$ cat src/rtl/ahfp_pkg.sv
// Shared float-datapath definitions: IEEE-754 single field widths, operand
// classes and fixed-point saturation limits.
package ahfp_pkg;

    localparam int unsigned FP_EXP_BIAS = 127;
    localparam int unsigned FP_MAN_W    = 23;
    localparam int unsigned FP_EXP_W    = 8;

    localparam logic [31:0] FIX_MAX = 32'h7FFF_FFFF;
    localparam logic [31:0] FIX_MIN = 32'h8000_0000;

    typedef enum logic [1:0] {
        FP_ZERO,
        FP_NORMAL,
        FP_INF,
        FP_NAN
    } fp_class_t;

    // Denormals fall into FP_ZERO: this datapath flushes them.
    function automatic fp_class_t fp_classify(input logic [FP_EXP_W-1:0] expo,
                                              input logic [FP_MAN_W-1:0] man);
        if (expo == '0) begin
            return FP_ZERO;
        end
        if (expo == '1) begin
            return (man != '0) ? FP_NAN : FP_INF;
        end
        return FP_NORMAL;
    endfunction

endpackage

$ cat src/rtl/ahfp_rshift_sticky.sv
// Combinational 24-bit right shifter producing the shifted magnitude plus the
// guard bit and sticky OR needed for round-to-nearest-even.
module ahfp_rshift_sticky (
    input  logic [23:0] m,
    input  logic [4:0]  amt,
    output logic [23:0] mag,
    output logic        guard,
    output logic        sticky
);

    logic [47:0] ext;

    // Shift into a double-width field: the upper half is the result, bit 23 the
    // guard and the rest collapses to sticky. Shifts of 25+ leave only sticky.
    always_comb begin
        ext = {m, 24'd0} >> amt;
        if (amt >= 5'd25) begin
            mag    = '0;
            guard  = 1'b0;
            sticky = 1'b1;
        end else begin
            mag    = ext[47:24];
            guard  = ext[23];
            sticky = |ext[22:0];
        end
    end

endmodule

$ cat src/rtl/ahfp_float_2_fixed_pipe.sv
// IEEE-754 single to signed 32-bit fixed point (FRAC_BITS fraction bits).
// Three-stage valid/ready pipeline: unpack/classify, shift, round/saturate.
module ahfp_float_2_fixed_pipe
    import ahfp_pkg::*;
#(
    parameter int unsigned FRAC_BITS = 29
) (
    input  logic        clk,
    input  logic        rst_n,
    input  logic        in_valid,
    output logic        in_ready,
    input  logic [31:0] in_data,
    output logic        out_valid,
    input  logic        out_ready,
    output logic [31:0] out_data,
    output logic        out_ovf,
    output logic        out_inexact
);

    // s = exp - bias + FRAC_BITS - 23, computed as exp - S_OFFSET mod 2^10.
    localparam logic [9:0] S_OFFSET = 10'(FP_EXP_BIAS + FP_MAN_W - FRAC_BITS);

    logic s1_adv, s2_adv, s3_adv;

    logic              s1_valid_q;
    logic              s1_sign_q;
    fp_class_t         s1_class_q;
    logic [23:0]       s1_m_q;
    logic signed [9:0] s1_s_q;

    logic              s2_valid_q;
    logic              s2_sign_q;
    fp_class_t         s2_class_q;
    logic [31:0]       s2_mag_q;
    logic              s2_guard_q;
    logic              s2_sticky_q;
    logic              s2_ovf_q;

    logic              s3_valid_q;
    logic [31:0]       s3_data_q;
    logic              s3_ovf_q;
    logic              s3_inexact_q;

    // Each stage moves when it is empty or its successor moves.
    always_comb begin
        s3_adv   = !s3_valid_q || out_ready;
        s2_adv   = !s2_valid_q || s3_adv;
        s1_adv   = !s1_valid_q || s2_adv;
        in_ready = s1_adv;
    end

    // S1: unpack fields, classify and compute the signed scale exponent.
    always_ff @(posedge clk or negedge rst_n) begin
        if (!rst_n) begin
            s1_valid_q <= 1'b0;
            s1_sign_q  <= 1'b0;
            s1_class_q <= FP_ZERO;
            s1_m_q     <= '0;
            s1_s_q     <= '0;
        end else if (s1_adv) begin
            s1_valid_q <= in_valid;
            if (in_valid) begin
                s1_sign_q  <= in_data[31];
                s1_class_q <= fp_classify(in_data[30:23], in_data[22:0]);
                s1_m_q     <= {1'b1, in_data[22:0]};
                s1_s_q     <= $signed({2'b00, in_data[30:23]} - S_OFFSET);
            end
        end
    end

    logic [9:0]  rs_neg;
    logic [4:0]  rs_amt;
    logic [23:0] rs_mag;
    logic        rs_guard;
    logic        rs_sticky;

    // Right-shift amount for s < 0, clamped to the shifter's 0..31 range.
    always_comb begin
        rs_neg = -s1_s_q;
        rs_amt = (rs_neg > 10'd31) ? 5'd31 : rs_neg[4:0];
    end

    ahfp_rshift_sticky u_rshift (
        .m      (s1_m_q),
        .amt    (rs_amt),
        .mag    (rs_mag),
        .guard  (rs_guard),
        .sticky (rs_sticky)
    );

    logic [32:0] l_mag;
    logic        l_big;
    logic [31:0] s2_mag_d;
    logic        s2_guard_d;
    logic        s2_sticky_d;
    logic        s2_ovf_d;

    // S2 next state: left shift with overflow detect, or right shift with
    // guard/sticky. Zero class carries its flush-inexact in sticky.
    always_comb begin
        l_big       = s1_s_q > 10'sd8;
        l_mag       = {9'd0, s1_m_q} << s1_s_q[3:0];
        s2_mag_d    = '0;
        s2_guard_d  = 1'b0;
        s2_sticky_d = 1'b0;
        s2_ovf_d    = 1'b0;
        unique case (s1_class_q)
            FP_ZERO: begin
                s2_sticky_d = |s1_m_q[22:0];
            end
            FP_NORMAL: begin
                if (!s1_s_q[9]) begin
                    // -2^31 is the one magnitude of 2^31 that still fits.
                    s2_ovf_d = l_big || l_mag[32] ||
                               (l_mag[31] && !(s1_sign_q && l_mag[30:0] == '0));
                    s2_mag_d = l_mag[31:0];
                end else begin
                    s2_mag_d    = {8'd0, rs_mag};
                    s2_guard_d  = rs_guard;
                    s2_sticky_d = rs_sticky;
                end
            end
            default: begin
            end
        endcase
    end

    // S2 register.
    always_ff @(posedge clk or negedge rst_n) begin
        if (!rst_n) begin
            s2_valid_q  <= 1'b0;
            s2_sign_q   <= 1'b0;
            s2_class_q  <= FP_ZERO;
            s2_mag_q    <= '0;
            s2_guard_q  <= 1'b0;
            s2_sticky_q <= 1'b0;
            s2_ovf_q    <= 1'b0;
        end else if (s2_adv) begin
            s2_valid_q <= s1_valid_q;
            if (s1_valid_q) begin
                s2_sign_q   <= s1_sign_q;
                s2_class_q  <= s1_class_q;
                s2_mag_q    <= s2_mag_d;
                s2_guard_q  <= s2_guard_d;
                s2_sticky_q <= s2_sticky_d;
                s2_ovf_q    <= s2_ovf_d;
            end
        end
    end

    logic [31:0] rounded;
    logic [31:0] s3_data_d;
    logic        s3_ovf_d;
    logic        s3_inexact_d;

    // S3 next state: round half to even, apply sign, saturate or substitute
    // the fixed result for specials. Right-shifted values are < 2^24, so the
    // round-up increment cannot carry out.
    always_comb begin
        rounded      = s2_mag_q + {31'd0, s2_guard_q & (s2_sticky_q | s2_mag_q[0])};
        s3_data_d    = '0;
        s3_ovf_d     = 1'b0;
        s3_inexact_d = 1'b0;
        unique case (s2_class_q)
            FP_ZERO: begin
                s3_inexact_d = s2_sticky_q;
            end
            FP_NORMAL: begin
                if (s2_ovf_q) begin
                    s3_data_d = s2_sign_q ? FIX_MIN : FIX_MAX;
                    s3_ovf_d  = 1'b1;
                end else begin
                    s3_data_d    = s2_sign_q ? (~rounded + 32'd1) : rounded;
                    s3_inexact_d = s2_guard_q | s2_sticky_q;
                end
            end
            FP_INF: begin
                s3_data_d = s2_sign_q ? FIX_MIN : FIX_MAX;
                s3_ovf_d  = 1'b1;
            end
            FP_NAN: begin
                s3_data_d = FIX_MAX;
                s3_ovf_d  = 1'b1;
            end
            default: begin
            end
        endcase
    end

    // S3 / output register; holds while stalled by out_ready.
    always_ff @(posedge clk or negedge rst_n) begin
        if (!rst_n) begin
            s3_valid_q   <= 1'b0;
            s3_data_q    <= '0;
            s3_ovf_q     <= 1'b0;
            s3_inexact_q <= 1'b0;
        end else if (s3_adv) begin
            s3_valid_q <= s2_valid_q;
            if (s2_valid_q) begin
                s3_data_q    <= s3_data_d;
                s3_ovf_q     <= s3_ovf_d;
                s3_inexact_q <= s3_inexact_d;
            end
        end
    end

    // Output drive.
    always_comb begin
        out_valid   = s3_valid_q;
        out_data    = s3_data_q;
        out_ovf     = s3_ovf_q;
        out_inexact = s3_inexact_q;
    end

endmodule

$ cat config.mk
export PLATFORM = sky130hd
export DESIGN_NAME = ahfp_float_2_fixed_pipe
export DESIGN_NICKNAME = d
export VERILOG_FILES = /design/src/rtl/ahfp_pkg.sv /design/src/rtl/ahfp_rshift_sticky.sv /design/src/rtl/ahfp_float_2_fixed_pipe.sv
export SDC_FILE = /design/constraint.sdc
export NUM_CORES = 1
export LEC_CHECK = 0
export CAP_MARGIN = 20
export CORE_MARGIN = 2
export CORE_UTILIZATION = 60
export CTS_BUF_LIST = sky130_fd_sc_hd__clkbuf_16
export CTS_CLUSTER_DIAMETER = 30
export DETAILED_ROUTE_END_ITERATION = 16
export PLACE_DENSITY = 0.87
export SLEW_MARGIN = 20
export SYNTH_ARGS = -nofsm -noshare
export SYNTH_HDL_FRONTEND = slang
export SYNTH_SLANG_ARGS = --single-unit
$ cat constraint.sdc
create_clock -name clk -period 4.3 [get_ports clk]
set_clock_uncertainty 0.2 [all_clocks]
set_input_delay 0.645 -clock clk [delete_from_list [all_inputs] [get_ports clk]]
set_output_delay 0.645 -clock clk [all_outputs]
set_load 0.01 [all_outputs]
==> results of run 1 <==
[how the worst min path moves through the flow]
stage                  from           end  slack, ps  cells past startpoint
6_report              rst_n  out_data[24]        140                      1
5_1_grt               rst_n  out_data[30]        210                      1
4_1_cts               rst_n  out_data[24]        170                      1
3_5_place_dp   out_data[13]  out_data[13]        270                      1
3_3_place_gp    out_data[9]   out_data[9]        250                      2
2_1_floorplan         rst_n   out_data[0]        150                      0
[power by group through the flow]
stage	clock, W	combinational (W)	sequential [W]
floorplan	0	0.00188	0.00153
global placement	0	0.00263	0.00165
detailed placement	0	0.00266	0.00166
CTS	0.000899	0.00268	0.00164
global route	0.000940	0.00297	0.00169
finish	0.000892	0.00273	0.00166
[cell type report]
type	count	share of cell area [%]
clock buffers	9	1.99
well taps	220	2.43
inverters	29	0.960
clock inverters	7	0.806
multi-input cells	1027	60.4
repair buffers	109	8.88
flip-flops and latches	111	24.5
[sequential cells by signal, summed over array words and instances, names as in the netlist, 2 cells and up]
register / flops
s1_s_q: 9
out_data: 32
s2_mag_q: 32
s1_class_q: 2
s1_m_q: 24
s2_class_q: 2
[synthesized netlist by cell type, drive strengths merged (5+ instances only)]
master  number
nand2      159
o22ai       12
or3          9
buf         33
a32oi        8
a22o         6
a22oi       19
a31oi       13
nand3       51
and3        15
nand4       22
and4         5
or2          6
a41oi        8
and2        17
o31ai       15
a21oi       70
a21boi       5
ha           6
xor2        15
a211oi      18
nand2b      14
nor3        40
or4          5
nor2b        7
a21o        19
xnor2       30
clkbuf      76
o21ai      105
mux2i       44
o211ai      15
inv         27
mux4        18
a221o        9
a211o        6
o221ai      10
mux2        45
nor2        92
dfrtp      111
nor4        26
[layer usage]
metal	global-route usage (%)	vias up	wire, microns
met5	0	-	0
met3	4.99	138	2290
met4	19.8	0	1780
met1	46.0	4891	13100
met2	58.5	578	15000
li1	-	4817	-
[cell families (layout without fill, tap and decap cells)]
family                   Yosys count  count (layout)  share of synthesized area [%]
buffers and inverters            138             154                           5.38
flip-flops                       111             111                           27.3
adder cells (fa/ha/maj)            6               6                          0.739
XOR/XNOR                          45              45                           3.88
multiplexers                     107             107                           13.3
AND/OR/NAND/NOR                  485             485                           24.2
AO/OA/AOI/OAI                    384             384                           25.1
[timing repair]
item                                    CTS  global route
hold endpoints to repair                  0             0
gates resized for setup                   0             2
endpoints found under the setup margin    0             3
[metrics by stage]
stage / hold slack, ps / instance area, sq um / utilization [%] / worst slack, ps / total power [W]
3_5_place_dp: 267 / 11000 / 66.4 / 282 / 0.00433
5_1_grt: 214 / 11300 / 68.3 / 15.1 / 0.00560
3_3_place_gp: 252 / 11000 / 66.4 / 362 / 0.00428
4_1_cts: 174 / 11300 / 68.3 / 285 / 0.00522
6_report: 141 / 11300 / 68.3 / 263 / 0.00528
2_1_floorplan: 149 / 10200 / - / 350 / 0.00341
==> summary.md, run 1 <==
| Metric | Value |
|---|---|
| Status | `finished clean` |
| Vias | `roughly 10000` |
| First-pass DRT Iterations | `6` |
| Largest net degree at the start of global routing | `73` |
| Chip Width | `between 100 and 150 microns` |
| Syn Std Cell Area | `0.0102 sq mm` |
| Net Sw Power | `0.00232 W` |
| DRT iter0 DRCs | `1300` |
| #FFs+latches synth | `111` |
| Final min period | `between 4000 and 5000 ps` |
| WS Path Type | `flop to flop` |
| R2r endpoint | `out_data[22]` |
| Cell depth of the worst setup path | `12` |
| Post-CTS Setup Repair Bufs | `0` |
| # H-tree levels | `3` |
| Fin. max-slew vios | `0` |
| Termination of the worst setup path | `out_data[22]` |
| Synthesized Nets | `1318` |
| Commonest non-fill, non-tap cell in the layout | `nand2_1` |
| RSZ-0062 raised after global routing | `false` |
| Worst Path Max Fanout | `8` |
| Power density cells | `466 mW/mm^2` |
| Die ar. | `roughly 0.018 sq mm` |
| Total of max-cap violations | `0` |
| Critical-path cell list | `o21a_1 > ha_1 > ha_1 > and4_1 > a21boi_1 > nor4_1 > nand4_1 > nand4bb_1 > or4b_1 > or3_1 > a31oi_1 > o21ai_1` |
| Gr usage total | `35.8%` |
| CTS tree | `done` |
| Setup TNS | `0 ps` |
| Int Power | `0.00296 W` |
| Clock sink count | `approximately 110` |
| Syn-to-layout area delta | `11.5%` |
| Area of the multi-input gates | `~0.0068 sq mm` |
| Total CTS buffers | `9` |
| Final setup vio count | `0` |
| DR vias/cell | `between 6 and 7` |
| I/O Pins | `just over 70` |
| Clock latency on the worst-skew pair | `about 370 ps` |
| DRC viols | `0` |
| Ys async rst share | `100%` |
| Final HPWL DP | `between 20000 and 25000 microns` |
| Synthesis Warnings | `0` |
| Gate Count Post-Synth | `between 1000 and 1500` |
| Endpoint class of the critical path | `flop` |
| Max Freq | `~0.25 GHz` |
| Yosys top cell area share | `~27%` |
| R2R Setup Slk | `260 ps` |
| Final Wtd Congestion | `1.10` |
| Buffers & Inverters on Critical Path | `0` |
| Critical path startpoint category | `flop` |
| Placed cells | `1496` |
| Final Hold Vio Count | `0` |
| First-pass GRT wire length | `51300 microns` |
| Clock-pin slew of the registers on the worst-case setup and hold paths | `approximately 80 ps` |
| Max rail drop VDD | `between 200 and 300 uV` |
| Delay of the slowest critical-path stage | `just under 700 ps` |
| WP data arrival | `between 4000 and 5000 ps` |
| Worst-margin pin slew | `1070 ps` |
| Initial core utilization | `between 60 and 70%` |
| CP delay by family, top | `simple AND/OR/NAND/NOR gates` |
| Cts hold-fix bufs | `0` |
| N_diodes | `0` |
| Layout cells sized above 1 | `11.1%` |
| Layout Cells excl Fill | `1512` |
| Sequential share of the synthesized area | `27.3%` |
| Fillcell total | `1403` |
| Clock Power Share | `between 15 and 20%` |
| Detailed Route WL | `approximately 32000 microns` |
| Slew headroom | `between 20% and 30%` |
| Wire per inst | `approximately 21 microns` |
| Hold crit path type | `primary input to async pin` |
| Critical Path RT | `4340 ps` |
| Worst path most repeated cell | `ha_1` |
| Number of buffers added on ports | `71` |
| Core Rows | `47` |
| Clk buf depth | `2` |
| Worst R2R Path Depth | `12` |
| Die Span Y | `about 130 microns` |
| Largest area contributor in the netlist | `dfrtp_1` |
| Crit-path slowest cell | `or4b_1` |
| Synth area leaders | `dfrtp_1 (27%), nand2_1 (5.8%), mux2_2 (5.0%), o21ai_0 (5.0%), mux2i_1 (4.3%)` |
| Nets@finish | `between 1000 and 1500` |
| Core Box Area | `0.0166 sq mm` |
| Clock root cell | `clkbuf_16` |
| Number of global-route vias before repair | `9735` |
| Most frequent cells in the layout | `nand2_1 (158), dfrtp_1 (110), o21ai_0 (101)` |
| Flop pwr share | `between 30% and 40%` |
| Predominant post-synthesis flop cell | `dfrtp_1` |
| Gate power share | `about half` |
| Mapped Avg Cell Area | `between 7 and 8 sq um` |
| ANT nets after route | `0` |
| FF/Latch Area | `around 0.0028 sq mm` |
| Static leakage power | `~4.4 nW` |
| Synth cell types | `84` |
| Initial antenna violation count | `0` |
| Reg2reg start | `s2_sticky_q` |
| Sw frac | `44.0%` |
| GRT overflow | `0` |
| Final Cycle Share | `a little over nine tenths` |
| Crit path from | `s2_sticky_q` |
| EDFF count, synth | `0` |
Note: power is estimated with default switching activity, not from simulation.
==> run 2, diff against run 1 <==
- clock period: 4.3 -> 4.98 ns (I/O delays scaled with it)
==> run 2 against run 1 <==
Flip-flop and latch count is the same. Clock power shrank 10%. Die area is the same. Sequential share of layout area grew 0.21 points. Largest cell class unchanged. Combinational power shrank 15%. Critical path type unchanged. Utilization shrank 0.57 points.
==> summary.md, run 2 (synthesis gave the netlist of run 1 again) <==
| Metric | Value |
|---|---|
| Status | `finished clean` |
| CTS tree | `done` |
| R2R Setup Slk | `820 ps` |
| Most frequent cells in the layout | `nand2_1 (158), dfrtp_1 (110), o21ai_0 (101)` |
| Met2 usage | `about three fifths` |
| Hold crit path type | `flop to flop` |
| Chip Width | `134 microns` |
| Power density cells | `~400 mW/mm^2` |
| Worst R2R Path Depth | `12` |
| Critical Path RT | `5040 ps` |
| Sw frac | `between 40 and 50%` |
| Clock latency on the worst-skew pair | `approximately 370 ps` |
| Critical path startpoint category | `flop` |
| Total of max-cap violations | `0` |
| CP delay by family, top | `simple AND/OR/NAND/NOR gates` |
| DRC viols | `0` |
| Delay of the slowest critical-path stage | `between 500 and 600 ps` |
| WP data arrival | `4210 ps` |
| Clock root cell | `clkbuf_16` |
| Post-CTS Setup Repair Bufs | `0` |
| N_diodes | `0` |
| Pre-CTS setup slack | `861 ps` |
| Clock-pin slew of the registers on the worst-case setup and hold paths | `90 ps` |
| Setup TNS | `0 ps` |
| Hold Path Depth | `2` |
| Clock Power Share | `about 18%` |
| Max Freq | `approximately 0.24 GHz` |
| Gr usage total | `a little over a third` |
| Final Cycle Share | `83.4%` |
| Final HPWL DP | `23800 microns` |
| Post-cts resize count | `0` |
| Gate power share | `between 50% and 60%` |
| Cell depth of the worst setup path | `12` |
| Hold Path Origin | `out_data[9]` |
| Flop pwr share | `31.3%` |
| Net Sw Power | `0.00202 W` |
| Core Rows | `47` |
| Final setup vio count | `0` |
| Commonest non-fill, non-tap cell in the layout | `nand2_1` |
| Syn-to-layout area delta | `10.6%` |
| DR vias/cell | `between 6 and 7` |
| Vias | `roughly 10000` |
| Total CTS buffers | `9` |
| Final Wtd Congestion | `~1` |
| RSZ-0062 raised after global routing | `false` |
| Core Box Area | `between 0.015 and 0.02 sq mm` |
| R2r endpoint | `out_data[31]` |
| Wire per inst | `about 22 microns` |
| Endpoint class of the critical path | `flop` |
| First-pass DRT Iterations | `6` |
| Worst-margin pin slew | `roughly 1000 ps` |
| Number of global-route vias before repair | `9628` |
| Total power draw | `0.00456 W` |
| Buffers & Inverters on Critical Path | `0` |
| Die Span Y | `approximately 130 microns` |
| Max rail drop VDD | `between 200 and 250 uV` |
| Initial core utilization | `roughly three fifths` |
| Static leakage power | `about 4.4 nW` |
| Slew headroom | `between 20% and 30%` |
| Fin. max-slew vios | `0` |
| Final min period | `slightly above 4000 ps` |
| Hold Crit Endpoint | `out_data[9]` |
| Largest net degree at the start of global routing | `just under 80` |
| Layout cells sized above 1 | `around 10%` |
| Busiest grt layer | `met2` |
| GRT overflow | `0` |
| Reg2reg start | `s2_sticky_q` |
| Cts hold-fix bufs | `0` |
| I/O Pins | `between 70 and 80` |
| Die ar. | `between 0.015 and 0.02 sq mm` |
| Clk buf depth | `2` |
| First-pass GRT wire length | `between 50000 and 60000 microns` |
| Detailed Route WL | `between 30000 and 40000 microns` |
| Nets@finish | `about 1300` |
| Final Hold Vio Count | `0` |
| Final worst setup slack | `around 800 ps` |
| Area post-placement | `between 0.01 and 0.015 sq mm` |
| Met3 Resource Use GR | `slightly below 6%` |
| Number of buffers added on ports | `slightly above 70` |
| Initial antenna violation count | `0` |
| ANT nets after route | `0` |
| WS Path Type | `flop to flop` |
| Worst Path Max Fanout | `8` |
| DRT iter0 DRCs | `1189` |
| Critical-path cell list | `o21a_1 > ha_1 > ha_1 > and4_1 > nand2_1 > nor4_1 > xnor2_1 > nand3_1 > nor4b_2 > mux2i_1 > o41ai_1 > nand2_1` |
| Int Power | `0.00254 W` |
| # H-tree levels | `3` |
| Final Cell Area | `roughly 0.011 sq mm` |
| Met1 Use GR | `between 40% and 50%` |
| Crit-path slowest cell | `nor4_1` |
| Clock sink count | `111` |
## run 2: cell types whose count changed in the layout (fill, tap and decap cells not counted), sizes merged
cell | previous run | this run
buf | 39 | 27
clkinv | 3 | 6
clkinvlp | 3 | 0
## run 2: routing by layer
metal	vias to the layer above	wire [microns]	part of all wire (%)
met5	-	0	0
met3	151	2560	7.9
met2	608	14800	46
li1	4802	-	-
met4	0	1880	5.8
met1	4896	13000	40
## run 2: through the flow
stage / utilization (%) / cells / hold WS, ps
after CTS: 67.8 / 1500 / 273
after floorplan: - / 1276 / 251
after detailed placement: 65.8 / 1484 / 256
after global placement: 65.8 / 1484 / 249
final: 67.8 / 1500 / 271
after global routing: 67.8 / 1500 / 297
## run 2: cell type report
class                   count  area, sq um
clock buffers               9          225
clock inverters             7          105
fillers                  1399         5350
inverters                  29          109
multi-input cells        1027         6840
flip-flops and latches    111         2780
well taps                 220          275
repair buffers             97          903
## run 2: how the worst max path moves through the flow
stage | slack (ps) | endpoint | start
2_1_floorplan | 1030 | s2_sticky_q | s1_s_q[1]
3_3_place_gp | 980 | out_data[22] | s2_sticky_q
3_5_place_dp | 860 | out_data[24] | s2_sticky_q
4_1_cts | 860 | out_data[24] | s2_sticky_q
5_1_grt | 550 | out_data[28] | s2_sticky_q
6_report | 820 | out_data[31] | s2_sticky_q
## run 2: power by group through the flow
stage	clock (W)	combinational, W	sequential (W)
floorplan	0	0.00163	0.00132
global placement	0	0.00223	0.00141
detailed placement	0	0.00227	0.00143
CTS	0.000801	0.00228	0.00141
global route	0.000839	0.00253	0.00146
finish	0.000802	0.00233	0.00143
## run 2: worst register-to-register path: cells and delay by family (launching register included)
family	cells	cell delay, ps
compound gates	2	540
simple gates	6	1910
xor+xnor	1	320
fa+ha+maj	2	540
mux	1	140
flops	1	390
==> run 3, diff against run 2 <==
- CORE_UTILIZATION: 60 -> 55
- PLACE_DENSITY: 0.87 -> 0.84
- clock period: 4.98 -> 3.55 ns (I/O delays scaled with it)
==> run 3 against run 2 <==
The run now ends with hold timing left. Final cell count rose by 7.3%. Final area rose by 8.5%. Worst hold slack got worse by 290 ps. Power rose by 51%. Sequential power rose by 38%. Flip-flop and latch count did not move. Critical endpoint is now out_data[22].
==> summary.md, run 3 (synthesis gave the netlist of run 1 again) <==
| Metric | Value |
|---|---|
| Initial antenna violation count | `0` |
| Worst-margin pin slew | `around 720 ps` |
| Final Cycle Share | `a little over nine tenths` |
| Number of buffers added on ports | `71` |
| Wire per inst | `about 22 microns` |
| WS Path Type | `flop to flop` |
| Pre-CTS setup slack | `-82.8 ps` |
| Initial core utilization | `56.4%` |
| Chip Width | `140 microns` |
| Hold slack | `-17.4 ps` |
| N_diodes | `0` |
| Worst Path Max Fanout | `6` |
| Total of max-cap violations | `0` |
| Final Wtd Congestion | `1.06` |
| Max Freq | `around 0.29 GHz` |
| GRT overflow | `0` |
| DRT iter0 DRCs | `between 1000 and 1500` |
| Static leakage power | `~5 nW` |
| Total power draw | `just under 0.007 W` |
| Critical Path RT | `between 3000 and 4000 ps` |
| First-pass DRT Iterations | `6` |
| Power density cells | `about 560 mW/mm^2` |
| RSZ-0062 raised after global routing | `true` |
| Die Span Y | `about 140 microns` |
| Hold crit path type | `primary input to async pin` |
| Failing checks | `hold timing` |
| Final Cell Area | `around 0.012 sq mm` |
| Core Box Area | `approximately 0.018 sq mm` |
| Commonest non-fill, non-tap cell in the layout | `nand2_1` |
| Gr usage total | `a little over a third` |
| CTS tree | `done` |
| Largest net degree at the start of global routing | `around 70` |
| I/O Pins | `72` |
| Slew headroom | `51.7%` |
| Worst R2R Path Depth | `12` |
| Nets@finish | `1417` |
| Critical path startpoint category | `flop` |
| Most frequent cells in the layout | `nand2_1 (157), buf_4 (125), dfrtp_1 (110)` |
| Area post-placement | `0.0117 sq mm` |
| Total CTS buffers | `9` |
| Clock root cell | `clkbuf_16` |
| Core Rows | `roughly 50` |
| Clock latency on the worst-skew pair | `380 ps` |
| Reg2reg start | `s2_mag_q[0]` |
| Final min period | `3470 ps` |
| Max rail drop VDD | `roughly 430 uV` |
| # H-tree levels | `3` |
| Layout cells sized above 1 | `a little under a fifth` |
| Endpoint class of the critical path | `flop` |
| Final Hold Vio Count | `8` |
| Final HPWL DP | `around 27000 microns` |
| Final worst setup slack | `a little over 80 ps` |
| Clock-pin slew of the registers on the worst-case setup and hold paths | `90 ps` |
| Crit path from | `s2_mag_q[0]` |
| ANT nets after route | `0` |
| Final setup vio count | `0` |
| R2R Setup Slk | `slightly above 80 ps` |
| Number of global-route vias before repair | `between 10000 and 15000` |
| Vias | `~11000` |
| WP data arrival | `around 3500 ps` |
| Clk buf depth | `2` |
| Status | `finished with violations` |
| Fin. max-slew vios | `0` |
| DRC viols | `0` |
| Clock sink count | `~110` |
| First-pass GRT wire length | `55100 microns` |
| Die ar. | `just under 0.02 sq mm` |
| DR vias/cell | `between 6 and 7` |
| Detailed Route WL | `roughly 35000 microns` |
| Syn-to-layout area delta | `20.0%` |
run 3: timing repair:
action                     in CTS  in global routing
setup buffers                   0                  2
pin swaps                       0                  4
hold buffers                    0                  0
cloned                          0                  0
hold endpoints to repair        0                  0
setup endpoints to repair       6                 10
resized for setup               4                 21
run 3: report_power, final:
part | leakage [nW] | switching, W | internal [W]
clock | 0.158 | 0.000511 | 0.000628
combinational | 3.36 | 0.00204 | 0.00173
sequential | 1.39 | 0.000407 | 0.00156
run 3: layout make-up:
type / instances / area, sq um
clock inverter: 7 / 101
multi-input combinational: 1027 / 7010
tap: 229 / 287
timing repair buffer: 197 / 1680
sequential: 111 / 2780
clock buffer: 9 / 225
fill: 1546 / 5830
inverter: 29 / 110
run 3: final timing paths:
check | end
min in group clk | out_data[9]
min reg2reg | out_data[9]
max in group asynchronous | s2_mag_q[6]
min | s2_valid_q
max reg2reg | out_data[22]
max | out_data[22]
run 3: per-stage QoR:
stage	hold slack [ps]	cells	TNS (ps)	util (%)
after global placement	250	1591	0	65.1
after global routing	39.0	1609	-147	67.6
after floorplan	36.9	1276	0	-
after CTS	8.58	1607	0	66.9
after detailed placement	260	1591	-227	65.1
final	-17.4	1609	0	67.6
run 3: routing by layer:
| layer | part of all wire [%] | global-route usage, % |
|---|---|---|
| met5 | 0 | 0 |
| met4 | 6.3 | 18.8 |
| met3 | 6.8 | 4.85 |
| met2 | 47 | 58.3 |
| met1 | 40 | 44.7 |
run 3: worst max-delay path, stage by stage, from the launching register on:
cell and delay, ps:
dfrtp_1 380, o21a_1 210, ha_4 190, ha_4 160, nand4_1 220, nor3b_1 110
nor4_1 270, nand4_1 220, nand4bb_4 260, or4b_4 560, or3_1 360, a31oi_1 140
o21ai_1 70
